## src/rtl/gray_conv_arbiter.sv

```systemverilog
// gray_conv_arbiter: round-robin shared Gray/binary converter with valid/ready response
module gray_conv_arbiter #(
    parameter int DATA_WID = 4
) (
    input  logic                clk,
    input  logic                rst_n,
    input  logic                req0_valid,
    output logic                req0_ready,
    input  logic                req0_dir,
    input  logic [DATA_WID-1:0] req0_data,
    input  logic                req1_valid,
    output logic                req1_ready,
    input  logic                req1_dir,
    input  logic [DATA_WID-1:0] req1_data,
    output logic                rsp_valid,
    input  logic                rsp_ready,
    output logic                rsp_id,
    output logic [DATA_WID-1:0] rsp_data
);
    typedef enum logic {IDLE, RESP} state_t;
    state_t state, state_nxt;
    logic last_grant, gnt_id, accept, sel_dir;
    logic [DATA_WID-1:0] sel_data, conv;

    function automatic logic [DATA_WID-1:0] gray2bin(input logic [DATA_WID-1:0] g);
        logic [DATA_WID-1:0] b;
        for (int i = 0; i < DATA_WID; i++) b[i] = ^(g >> i);
        return b;
    endfunction

    always_comb begin
        gnt_id     = (req0_valid && req1_valid) ? ~last_grant : req1_valid;
        accept     = rst_n && state == IDLE && (req0_valid || req1_valid);
        req0_ready = accept && !gnt_id;
        req1_ready = accept && gnt_id;
        sel_dir    = gnt_id ? req1_dir : req0_dir;
        sel_data   = gnt_id ? req1_data : req0_data;
        conv       = sel_dir ? (sel_data ^ (sel_data >> 1)) : gray2bin(sel_data);
        rsp_valid  = state == RESP;
        state_nxt  = state == IDLE ? (accept ? RESP : IDLE) : (rsp_ready ? IDLE : RESP);
    end

    always_ff @(posedge clk) begin
        if (!rst_n) begin
            state      <= IDLE;
            last_grant <= 1'b1;
            rsp_id     <= 1'b0;
            rsp_data   <= '0;
        end else begin
            state <= state_nxt;
            if (accept) begin
                last_grant <= gnt_id;
                rsp_id     <= gnt_id;
                rsp_data   <= conv;
            end
        end
    end
endmodule

```

## config.mk

```make
export PLATFORM = sky130hd
export DESIGN_NAME = gray_conv_arbiter
export DESIGN_NICKNAME = d
export VERILOG_FILES = /design/src/rtl/gray_conv_arbiter.sv
export SDC_FILE = /design/constraint.sdc
export NUM_CORES = 1
export LEC_CHECK = 0
export BUFFER_PORTS_ARGS = -buffer_cell sky130_fd_sc_hd__buf_2
export CAP_MARGIN = 5
export CORE_AREA = 10 10 47 49
export DETAILED_ROUTE_END_ITERATION = 8
export DIE_AREA = 0 0 57 59
export PLACE_DENSITY = 0.62
export SLEW_MARGIN = 20
export SYNTH_ARGS = -nofsm -noshare
export SYNTH_HDL_FRONTEND = slang
export SYNTH_SLANG_ARGS = --single-unit
```

## constraint.sdc

```tcl
create_clock -name clk -period 0.96 [get_ports clk]
set_input_delay 0.24 -clock clk [delete_from_list [all_inputs] [get_ports clk]]
set_output_delay 0.24 -clock clk [all_outputs]
set_load 0.03 [all_outputs]
```

# After elaboration in Yosys (flattened, before gate mapping)
# Cells that the tools add are included.
# word_totals
ff_bits	7
inputBits	15
output_inout_bits	8
word_cells	25
# classes
muxes	7
bitwise_logic	3
reduce_logical	11
# op_table
cell	n
parity 4 bit	4
2-to-1 mux 4 bit	2
logical AND 1 bit	5
2-to-1 mux 1 bit	5
XOR 4 x 3 -> 4 bit	1
NOT 1 bit	2
logical NOT 1 bit	1
logical OR 1 bit	1

# Logic depth before layout (Yosys ltp)
# Gate-level depths: netlist of the first run.
# depth
ltp_word	5
depth_mapped	5
mapped_depth_nobuf	4

# Worst setup path before layout of the first run
# Ideal clock, no wire load.
# synth_path
path_type	register -> output
from	reg state, in the netlist rsp_valid
to	out req0_ready
arrival_ns	1.269
required_time_ns	0.720
slack_ns	-0.549
stages_incl_launch_ff	5
n_path_buf	1
path_cell_list	dfxtp_1 and2b_1 o21ai_2 buf_6 nor2_1
# synth_via
elab_chain_len	4
# synth_lines
item	line	source
start, declared	21	state_t state, state_nxt;
start signal, assigned	50	state <= state_nxt;
NOT 1 bit	--	
logical AND 1 bit (2 in a row)	33	accept = rst_n && state == IDLE && (req0_valid || req1_valid);
logical AND 1 bit	34	req0_ready = accept && !gnt_id;
end, declared	8	output logic req0_ready,
# No other way between the ends.

# Worst setup path after layout of the first run
# Same ends and word-level chain as after synthesis.

==> results.cfg, run 1 <==
[route]
routedWlPerCell_um = 11.8
num_vias = 529
drtAntennaViolNets = 0
wl_um = 1370
firstDrtPassIters = 1
drt_iter0_drc = 0
drc = 0
vias_per_cell = 4.56

[cells_and_area]
syn_to_final_growth_pct = 103
nNetsFinal = 116
antenna_cells = 0
fin_area_um2 = 891
layout-drive-gt1-share_pct = 66.0

[setup_path]
cp_max_fo = 2
crit_family = flip-flops
crit_slowest_cell = dfxtp_4
r2r-start = rsp_valid
cp-end-kind = primary output
crit_chain = and2b_2, o21ai_4, nor2_4, buf_6
worstReg2RegEnd = rsp_data[0]
r2r_cells = 6
cp-start-kind = flop
rrSetupSlack_ps = -290
path_buf_inv = 1
required_ps = 720
worstSetupPathType = flop to primary output
max_stage_delay_ps = 330
critPathArrivalTime_ps = 1090

[logic_synthesis]
synth_area_um2 = 438
yosysSeqAreaShare_pct = 32.0
synth_async_sr_flop_share_pct = 0
synth_top_area_share_pct = 32.0
synth-main-ff-cell = dfxtp_1
yosysTopAreaCell = dfxtp_1
ys_warn_count = 0
synthTopCellsByCount = dfxtp_1, xnor2_1, o21ai_0, nand3_1
synth_fp_nets = 67
synthCells = 52
ys_ff_latch = 7
synth_edf_count = 0
synth_area_leaders = dfxtp_1, xnor2_1, o21ai_0
ys_types = 22
syn_avg_cell_area_um2 = 8.42

[floorplanning]
chipHeight_um = 59
start_util_pct = 31.3
core_area_um2 = 1400
io_pins = 23
die-area_um2 = 3360
die_x_um = 57
fp-row-count = 14

[global_routing]
met1_usage_pct = 8.06
grt_max_degree = 8
grt_usage_pct = 7.51
antenna_found_initial = 0
grt_pass1_vias = 516
grt_pass1_wl_um = 2110
met2_usage_pct = 13.0
met3_usage_pct = 3.43
busiest_layer = met2
grt-ovfl-total = 0

[clock_tree]
numCtsBuffers = 3
clock_latency_ps = 240
cts.sinks = 7
ctsLongestPathBuffers = 2
cts.hold.buffers_added = 0
cts.clk_slew.worst_paths_ps = 50
htree_levels = 1
cts_root_buffer = clkbuf_4
tritoncts = yes

[place]
placed_area_um2 = 686
globalplace.congestion = 0.738
port_buffers = 22
hpwlAfterDp_um = 1040

[sta]
final-hold-violation-count = 0
fin_skew_ps = 3.52
finalCritPeriodShare_pct = 139
setup_slack_ps = -373
setup_viol = 10
worstMarginPinSlew_ps = 277
fmax_mhz = 750
slew_headroom_pct = 81.5
rsz0062_at_grt = yes
final_max_slew_viol_count = 0
period_minus_slack_ps = 1330
hold_ws_ps = 179

[run]
max_cap_violations = 0

[status]
violations = negative setup slack
status = complete, but fails checks

[min_path]
hold_path_depth = 2
hold_end = rsp_valid
hp-class = input pin to flop
min_from = rsp_ready

[power_and_ir_drop]
ir_drop_uv = 491
power.density_nw_per_um2 = 1280
p_leak_nw = 0.418
p_total_mw = 1.14
## through the flow
stage | TNS (ps) | utilization [%] | cells | worst slack (ps)
CTS | -2000 | 58.2 | 110 | -374
global placement | -1150 | 48.9 | 104 | -249
finish | -2570 | 63.6 | 116 | -373
global route | -3020 | 63.6 | 116 | -420
detailed placement | -1330 | 48.9 | 104 | -277
floorplan | -725 | - | 52 | -232
## layout by cell type, fill, tap and decap left out, types with 2 or more instances in the layout
master    count
clkbuf_4      3
nand2_1       3
nand3_2       3
a21oi_1       2
dfxtp_4       2
buf_4        17
o21ai_1       3
buf_6        14
nand3_1       2
buf_2        14
o21ai_0       2
dfxtp_2       5
xnor2_1       7
inv_1         3
mux2i_1       2
nor2b_1       2
## where the power goes
part,switching (mW),internal [mW],total [mW],leakage [nW]
Sequential,0.0269,0.333,0.360,0.0604
Combinational,0.236,0.285,0.521,0.343
Clock,0.103,0.158,0.261,0.0150
Total,0.365,0.776,1.14,0.418
## routing by layer
layer / up-vias / share of wire [%]
li1: 277 / -
met4: 0 / 0.73
met2: 22 / 46
met1: 228 / 46
met5: - / 0
met3: 2 / 7.2
## cells by family (layout without fill, tap and decap cells)
logic type | Yosys count | in the layout | synth area share (%)
muxes | 2 | 2 | 4.57
xor gates and xnor gates | 8 | 8 | 16.0
AOI/OAI and AO/OA | 14 | 14 | 21.7
and+or+nand+nor | 17 | 17 | 20.6
DFF | 7 | 7 | 32.0
buffers and inverters | 4 | 52 | 5.14
## worst reg2reg max path, cell delays in order, from the launching register on
cell and delay (ps):
dfxtp_4 330, and2b_2 240, o21ai_4 70, buf_4 130, buf_6 110, buf_6 120, o31ai_2 150
## state kept, by name, summed over array words and instances (netlist names)
signal,count
rsp_data,4
last_grant,1
rsp_id,1
rsp_valid,1
## worst max path at each step
stage	startpoint	end	slack, ps	depth (start not counted)
floorplan	rsp_valid	req0_ready	-230	4
CTS	rsp_valid	req0_ready	-370	4
global placement	req1_data[3]	rsp_data[0]	-250	5
detailed placement	req1_valid	req1_ready	-280	4
global route	rsp_valid	req0_ready	-420	4
finish	rsp_valid	req0_ready	-370	4
## cell type report
cell class                      count  area (um^2)
Sequential cell                     7          154
Tap cell                           16         20.0
Clock buffer                        4         26.3
Multi-Input combinational cell     41          324
Fill cell                         124          510
Inverter                            3         11.3
Timing Repair Buffer               45          355
## timing repair
item	in CTS	in global routing
gates resized for setup	30	12
pin swaps	3	2
endpoints found under the setup margin	14	13
buffers inserted	3	6
(Power assumes the default switching activity.)
==> run 2: changes to the inputs <==
--- a/config.mk
+++ b/config.mk
@@ -15,3 +15,4 @@
 export SYNTH_ARGS = -nofsm -noshare
 export SYNTH_HDL_FRONTEND = slang
 export SYNTH_SLANG_ARGS = --single-unit
+export TNS_END_PERCENT = 10
==> run 2 against run 1 <==
The run still ends with negative setup slack left. Fmax is 1.1% lower. Die area unchanged. Routed wire length shrank 3.9%. Clock-buffer cell count stayed put. First-iteration DRC count increased by 2. Core utilization down 7.7 points. Register-to-register slack gained 50 ps. Largest cell class is now multi-input combinational cells.
==> results.cfg, run 2 (same netlist as run 1, synthesis figures left out) <==
[status]
violations = negative setup slack
status = complete, but fails checks

[sta]
hold_ws_ps = 174
tns_ps = -2060
fmax_mhz = 742
final-hold-violation-count = 0
fin_skew_ps = 1.48
period_minus_slack_ps = 1350
finalCritPeriodShare_pct = 140
setup_viol = 10
final_max_slew_viol_count = 0
worstMarginPinSlew_ps = 307
rsz0062_at_grt = yes
slew_headroom_pct = 79.2
setup_slack_ps = -388

[clock_tree]
cts.clk_slew.worst_paths_ps = 50
clock_latency_ps = 250
cts_root_buffer = clkbuf_4
ctsLongestPathBuffers = 2
cts.sinks = 7
numCtsBuffers = 3
htree_levels = 1
tritoncts = yes

[global_routing]
grt_pass1_wl_um = 2320
grt-ovfl-total = 0
antenna_found_initial = 0
grt_usage_pct = 8.47
grt_pass1_vias = 571
grt_max_degree = 8

[floorplanning]
chipHeight_um = 59
io_pins = 23
fp-row-count = 14
die-area_um2 = 3360
core_area_um2 = 1400
start_util_pct = 31.3
die_x_um = 57

[route]
routedWlPerCell_um = 12.2
firstDrtPassIters = 2
drt_iter0_drc = 2
vias_per_cell = 4.63
wl_um = 1320
drc = 0
drtAntennaViolNets = 0
num_vias = 500

[setup_path]
worstSetupPathType = flop to primary output
path_buf_inv = 1
crit_family = flip-flops
crit_chain = and2b_2, o21ai_4, nor2_4, buf_6
crit_slowest_cell = dfxtp_4
critPathArrivalTime_ps = 1110
required_ps = 720
max_stage_delay_ps = 340
cp-end-kind = primary output
cp-start-kind = flop
cp_max_fo = 2

[place]
port_buffers = 22
hpwlAfterDp_um = 1050
globalplace.congestion = 0.686
dpl.cell_count = 101

[run]
max_cap_violations = 0

[cells_and_area]
final_cell_mix = buf_4, buf_2, buf_6
layout.cells.non_filler = 108
antenna_cells = 0
layout-drive-gt1-share_pct = 58.7
nNetsFinal = 108
layout_commonest_cell = buf_4
largest_reg_flops = 4
syn_to_final_growth_pct = 78.9
regMostFlops = rsp_data

[min_path]
hp-class = input pin to flop

[power_and_ir_drop]
p_total_mw = 1.06
ir_drop_uv = 492
p_leak_nw = 0.363
power.density_nw_per_um2 = 1350
[run 2: stage by stage]
stage | worst slack [ps] | area [um^2] | utilization [%]
2_1_floorplan | -244 | 452 | -
6_report | -388 | 783 | 55.9
3_5_place_dp | -235 | 661 | 47.1
3_3_place_gp | -238 | 661 | 47.1
5_1_grt | -440 | 783 | 55.9
4_1_cts | -391 | 778 | 55.5
[run 2: power breakdown]
| group | switching, mW | leakage [nW] | internal (mW) |
|---|---|---|---|
| logic | 0.214 | 0.288 | 0.221 |
| registers | 0.0261 | 0.0603 | 0.333 |
| clock network | 0.106 | 0.0150 | 0.158 |
| total | 0.346 | 0.363 | 0.712 |
[run 2: area by class of cell]
class,count,area [um^2]
Tap cell,16,20.0
Multi-Input combinational cell,41,303
Clock buffer,4,26.3
Fill cell,146,618
Inverter,3,11.3
Timing Repair Buffer,37,273
Sequential cell,7,150
[run 2: final timing paths]
kind               startpoint           to  slack (ps)  cells past startpoint
setup / recovery    rsp_valid   req0_ready        -390                      4
hold / removal      rsp_ready    rsp_valid         170                      2
setup reg to reg    rsp_valid  rsp_data[0]        -240                      5
hold reg to reg   rsp_data[2]  rsp_data[2]         460                      2
[run 2: worst reg2reg max path, cell delays in order, from the launching register on]
cell and delay [ps]:
dfxtp_4 340, and2b_2 240, o21ai_4 70, buf_4 150, buf_4 150, o31ai_2 170
[run 2: per-layer routing]
metal | vias up | global-route usage, % | routed length, um
met4 | 0 | 7.38 | 24
met2 | 21 | 13.5 | 607
met5 | - | 0 | 0
met3 | 2 | 3.00 | 102
li1 | 260 | - | -
met1 | 217 | 8.67 | 583
[run 2: timing repair]
action,4_1_cts,5_1_grt
hold buffers,0,0
buffers inserted,3,0
pin swaps,3,0
resized for setup,25,3
setup endpoints to repair,14,14
endpoints found under the hold margin,0,0
